### config.mk
export PLATFORM = sky130hd
export DESIGN_NAME = onehot_decoder
export DESIGN_NICKNAME = d
export VERILOG_FILES = /design/src/rtl/onehot_decoder.sv
export SDC_FILE = /design/constraint.sdc
export NUM_CORES = 1
export LEC_CHECK = 0
export CORE_MARGIN = 5
export CORE_UTILIZATION = 45
export DETAILED_ROUTE_END_ITERATION = 8
export PLACE_DENSITY = 0.76
export SYNTH_ARGS = -nofsm -noshare
export SYNTH_HDL_FRONTEND = slang
export SYNTH_SLANG_ARGS = --single-unit
### constraint.sdc
create_clock -name clk -period 1.7 [get_ports clk]
set_input_delay 0.34 -clock clk [delete_from_list [all_inputs] [get_ports clk]]
set_output_delay 0.34 -clock clk [all_outputs]
set_load 0.05 [all_outputs]
### src/rtl/onehot_decoder.sv
// onehot_decoder: sequential binary-index to one-hot decoder.
// Accepts an index over a valid/ready handshake and holds the matching
// one-hot vector on out for HOLD cycles, then clears it for at least one
// cycle before the next index can be taken.
// Optional feature macro: ONEHOT_DEC_RANGE_CHK_EN (when defined, an
// out-of-range index is consumed without decoding and raises err for one cycle).
module onehot_decoder #(
  parameter int OUT_WIDTH = 64,
  parameter int HOLD      = 4,
  localparam int IDX_WIDTH = $clog2(OUT_WIDTH)
) (
  input  logic                 clk,
  input  logic                 rst,
  input  logic                 in_valid,
  output logic                 in_ready,
  input  logic [IDX_WIDTH-1:0] in_idx,
  output logic [OUT_WIDTH-1:0] out,
  output logic                 out_valid,
  output logic                 busy,
  output logic                 err
);

  localparam int CNT_WIDTH = $clog2(HOLD + 1);

  typedef enum logic {
    S_IDLE = 1'b0,
    S_HOLD = 1'b1
  } state_t;

  state_t                 state_reg, state_next;
  logic [CNT_WIDTH-1:0]   cnt_reg, cnt_next;
  logic [OUT_WIDTH-1:0]   out_reg, out_next;
  logic                   out_valid_reg, out_valid_next;
  logic [OUT_WIDTH-1:0]   dec;
  logic                   xfer;

  // Per-line compare: an index beyond the vector matches no line, so the
  // decode naturally yields all-zero for out-of-range values.
  generate
    for (genvar gi = 0; gi < OUT_WIDTH; gi++) begin : g_dec
      assign dec[gi] = (in_idx == IDX_WIDTH'(gi));
    end
  endgenerate

  // Ready depends only on the state register and reset, never on in_valid.
  assign in_ready  = (state_reg == S_IDLE) && !rst;
  assign xfer      = in_valid && in_ready;
  assign out       = out_reg;
  assign out_valid = out_valid_reg;
  assign busy      = (state_reg == S_HOLD);

`ifdef ONEHOT_DEC_RANGE_CHK_EN
  logic in_range;
  logic err_reg, err_next;

  assign in_range = |dec;
  assign err      = err_reg;
`else
  assign err = 1'b0;
`endif

  // Next-state, counter and output-vector logic.
  always_comb begin
    state_next     = state_reg;
    cnt_next       = cnt_reg;
    out_next       = out_reg;
    out_valid_next = out_valid_reg;
`ifdef ONEHOT_DEC_RANGE_CHK_EN
    err_next       = 1'b0;
`endif
    unique case (state_reg)
      S_IDLE: begin
        out_next       = '0;
        out_valid_next = 1'b0;
        if (xfer) begin
`ifdef ONEHOT_DEC_RANGE_CHK_EN
          if (!in_range) begin
            // Consume the index without decoding; stay idle.
            err_next = 1'b1;
          end else begin
            out_next       = dec;
            out_valid_next = 1'b1;
            cnt_next       = CNT_WIDTH'(HOLD - 1);
            state_next     = S_HOLD;
          end
`else
          out_next       = dec;
          out_valid_next = 1'b1;
          cnt_next       = CNT_WIDTH'(HOLD - 1);
          state_next     = S_HOLD;
`endif
        end
      end
      S_HOLD: begin
        if (cnt_reg != '0) begin
          cnt_next = cnt_reg - CNT_WIDTH'(1);
        end else begin
          out_next       = '0;
          out_valid_next = 1'b0;
          state_next     = S_IDLE;
        end
      end
      default: begin
        out_next       = '0;
        out_valid_next = 1'b0;
        state_next     = S_IDLE;
      end
    endcase
  end

  // State, counter and registered outputs; reset discards any pending pulse.
  always_ff @(posedge clk) begin
    if (rst) begin
      state_reg     <= S_IDLE;
      cnt_reg       <= '0;
      out_reg       <= '0;
      out_valid_reg <= 1'b0;
    end else begin
      state_reg     <= state_next;
      cnt_reg       <= cnt_next;
      out_reg       <= out_next;
      out_valid_reg <= out_valid_next;
    end
  end

`ifdef ONEHOT_DEC_RANGE_CHK_EN
  // One-cycle out-of-range flag.
  always_ff @(posedge clk) begin
    if (rst) begin
      err_reg <= 1'b0;
    end else begin
      err_reg <= err_next;
    end
  end
`endif

endmodule

==> summary.txt <==
Outcome
  • Status: completed

Yosys
  • Syn_area_per_cell: 11.2 um2
  • Area contributors post-synth: dfxtp_1 (57%), o2bb2ai_1 (13%), a22o_1 (9.4%)
  • Net count after synthesis: 229
  • Number of synthesized register bits: 69
  • Area leader, netlist: dfxtp_1
  • Post-synthesis simple-gate area fraction: 0.136
  • Largest family of logic cells by synthesized area: compound AO/OA/AOI/OAI gates
  • Post-synth top area share: 0.567
  • Top FF cell, synth: dfxtp_1
  • Netlist cell types: 34
  • FFs w/ async S/R, synth: 0
  • Synth Warn #: 0
  • Synth Area in Compound Gates: 0.245
  • Mux contribution to synthesized area: 0
  • Area share of xor/xnor cells in the synthesized design: 0
  • Mapped Cells: 218
  • Seq/Total Area, Yosys: 0.567
  • Synth Cell Area: 2430 um2
  • Post-synth EDFFs: 0
  • Adder-cell share of the synthesized area: 0.0103

Clock network
  • CTS root buf: clkbuf_8
  • H-tree levels: 3
  • Clock slew at reported path FFs: 70 ps
  • CTS Hold Bufs: 0
  • CTS Buffer Depth: 2
  • Latest clock arrival within the worst-skew pair: 340 ps
  • Total CTS buffers: 9
  • TritonCTS clock tree: yes
  • Clock sink total: 69

Critical path
  • Crit end category: flop
  • Cell mode on critical path: ha_1
  • Setup CP Type: reg2reg
  • Setup crit start kind: flop
  • Crit path cell chain: inv_1 -> ha_1 -> ha_1 -> nand2b_4 -> buf_4 -> and2_1 -> a221oi_1
  • CP delay by family, top: adder cells
  • Worst path arrival time: 1850 ps
  • Worst-path fanout max: 5
  • Critical Path Max Stage Delay: 350 ps
  • Slowest-stage cell, CP: dfxtp_2
  • Critical path required time: 1940 ps
  • Buffers plus inverters on the worst setup path: 2

Route
  • Mean number of vias per cell: 5.28
  • Post-Route WL: 6270 um
  • Vias after detailed routing: 2075
  • Pre-antenna DRT Iters: 4
  • DR iter-0 viols: 88
  • Number of routed nets with antenna violations: 0
  • Drt wl/cell: 16.0 um
  • DRC: 0

Cells and area
  • Share of cells above drive strength 1: 0.375
  • Final core occ: 0.685
  • Max reg flops: 64
  • Area grow syn2layout: 45.5%
  • Filler cells: 405
  • Final Net Count: 330
  • Antenna Cells: 0

Power
  • Power Dens Cells: 897 nW/um2
  • P_int: 2430 uW
  • Pleak: 0.00148 uW
  • Clock power frac: 0.387
  • Power Total: 3180 uW
  • Sequential power share: 0.517
  • Switching pwr: 748 uW
  • Peak supply drop: 602 uV
  • Net Sw Frac: 0.235
  • Combinational share of power: 0.097

Place
  • HPWL after DPL: 4480 um
  • GP Congestion: 0.846
  • Port bufs: 75

Timing
  • Final period util: 0.948
  • Fin. max-slew vios: 0
  • Final Skew: 3.28 ps
  • # setup viols final: 0
  • FMAX: 621 MHz
  • Unrepaired setup endpoints after global routing: false
  • Minimum clock period: 1610 ps
  • Final hold vios: 0

Floorplan
  • Die width: 83.6 um
  • Core Area: 5170 um2
  • Io pins: 77
  • FP Rows: 26
  • Die area: 6980 um2
  • Die Y: 83.6 um
  • Initial core utilization: 0.471

Flow run
  • Maxcap violations: 0

Global routing
  • Vias in the first global route: 2057
  • Gr usage total: 0.179
  • First-pass GRT wire length: 10200 um
  • Initial antenna violation count: 0
  • Total grt overflow: 0
  • Pin count of the biggest net entering global routing: 31

Hold path
  • Hold WC Path Type: reg2reg
[power by group through the flow]
stage	registers [uW]	logic [uW]	clock network, uW
global placement	1680	277	0
CTS	1640	284	1250
finish	1640	307	1230
detailed placement	1680	282	0
floorplan	1690	131	0
global route	1640	330	1340
[cells in the final DEF (no fill, tap or decap), drive strengths merged, types with 3 or more instances in the layout]
| cell | count |
|---|---|
| nand3 | 4 |
| a22o | 26 |
| dfxtp | 69 |
| inv | 4 |
| nor3b | 3 |
| nor3 | 3 |
| clkdlybuf4s50 | 7 |
| nor2 | 17 |
| clkinv | 3 |
| a32o | 3 |
| nand2b | 4 |
| buf | 96 |
| clkbuf | 11 |
| nand2 | 14 |
| o2bb2ai | 35 |
[cells in the mapped netlist (2+ instances only)]
cell / n
a21oi_1: 2
a22o_1: 26
a32o_1: 3
buf_2: 11
clkbuf_1: 2
dfxtp_1: 69
ha_1: 2
inv_1: 4
nand2_1: 14
nand2b_1: 4
nand3_1: 4
nand4b_1: 2
nor2_1: 15
nor2_4: 2
nor2b_1: 2
nor3_1: 2
nor3b_2: 2
o2bb2ai_1: 35
or3b_2: 2
[logic make-up after synthesis]
family	count (synthesis)
DFF	69
AOI/OAI and AO/OA	69
and+or+nand+nor	58
adders and majority gates	2
other	1
buffers and inverters	19
[final timing paths]
check / end / cells after the start / slack, ps / start
worst max-delay path: cnt_reg[1]$_SDFFE_PP0P_ / 7 / 90 / cnt_reg[0]$_SDFFE_PP0P_
worst min-delay path: out[49]$_SDFFE_PP0P_ / 1 / 460 / out[49]$_SDFFE_PP0P_
worst max register to register: cnt_reg[1]$_SDFFE_PP0P_ / 7 / 90 / cnt_reg[0]$_SDFFE_PP0P_
worst min register to register: out[49]$_SDFFE_PP0P_ / 1 / 460 / out[49]$_SDFFE_PP0P_
[routing by layer]
layer | vias up | routed length, um | global-route usage
li1 | 1022 | - | -
met5 | - | 0 | 0
met1 | 972 | 2770 | 0.220
met2 | 70 | 2920 | 0.282
met4 | 0 | 103 | 0.0819
met3 | 11 | 483 | 0.0602
[layout make-up]
type,count,area (um2),area share
Tap cell,70,87.6,0.0247
Clock buffer,10,128,0.0360
Clock inverter,5,52.6,0.0148
Multi-Input combinational cell,130,971,0.274
Inverter,4,15.0,0.00424
Sequential cell,69,1380,0.390
Timing Repair Buffer,105,907,0.256
[per-stage QoR]
stage	cell area [um2]	hold slack [ps]	worst slack, ps	TNS (ps)	std cells
after floorplan	2430	445	75.9	0	218
after global placement	3300	450	-94.7	-2700	375
after detailed placement	3300	448	-139	-3640	375
after CTS	3480	470	25.8	0	390
after global routing	3540	483	2.11	0	393
final	3540	464	89.2	0	393
[what timing repair did]
item / in CTS / in global routing
gates resized for setup: 0 / 3
setup endpoints to repair: 0 / 66
setup buffers: 0 / 1
Power figures use the tool's default switching activity.
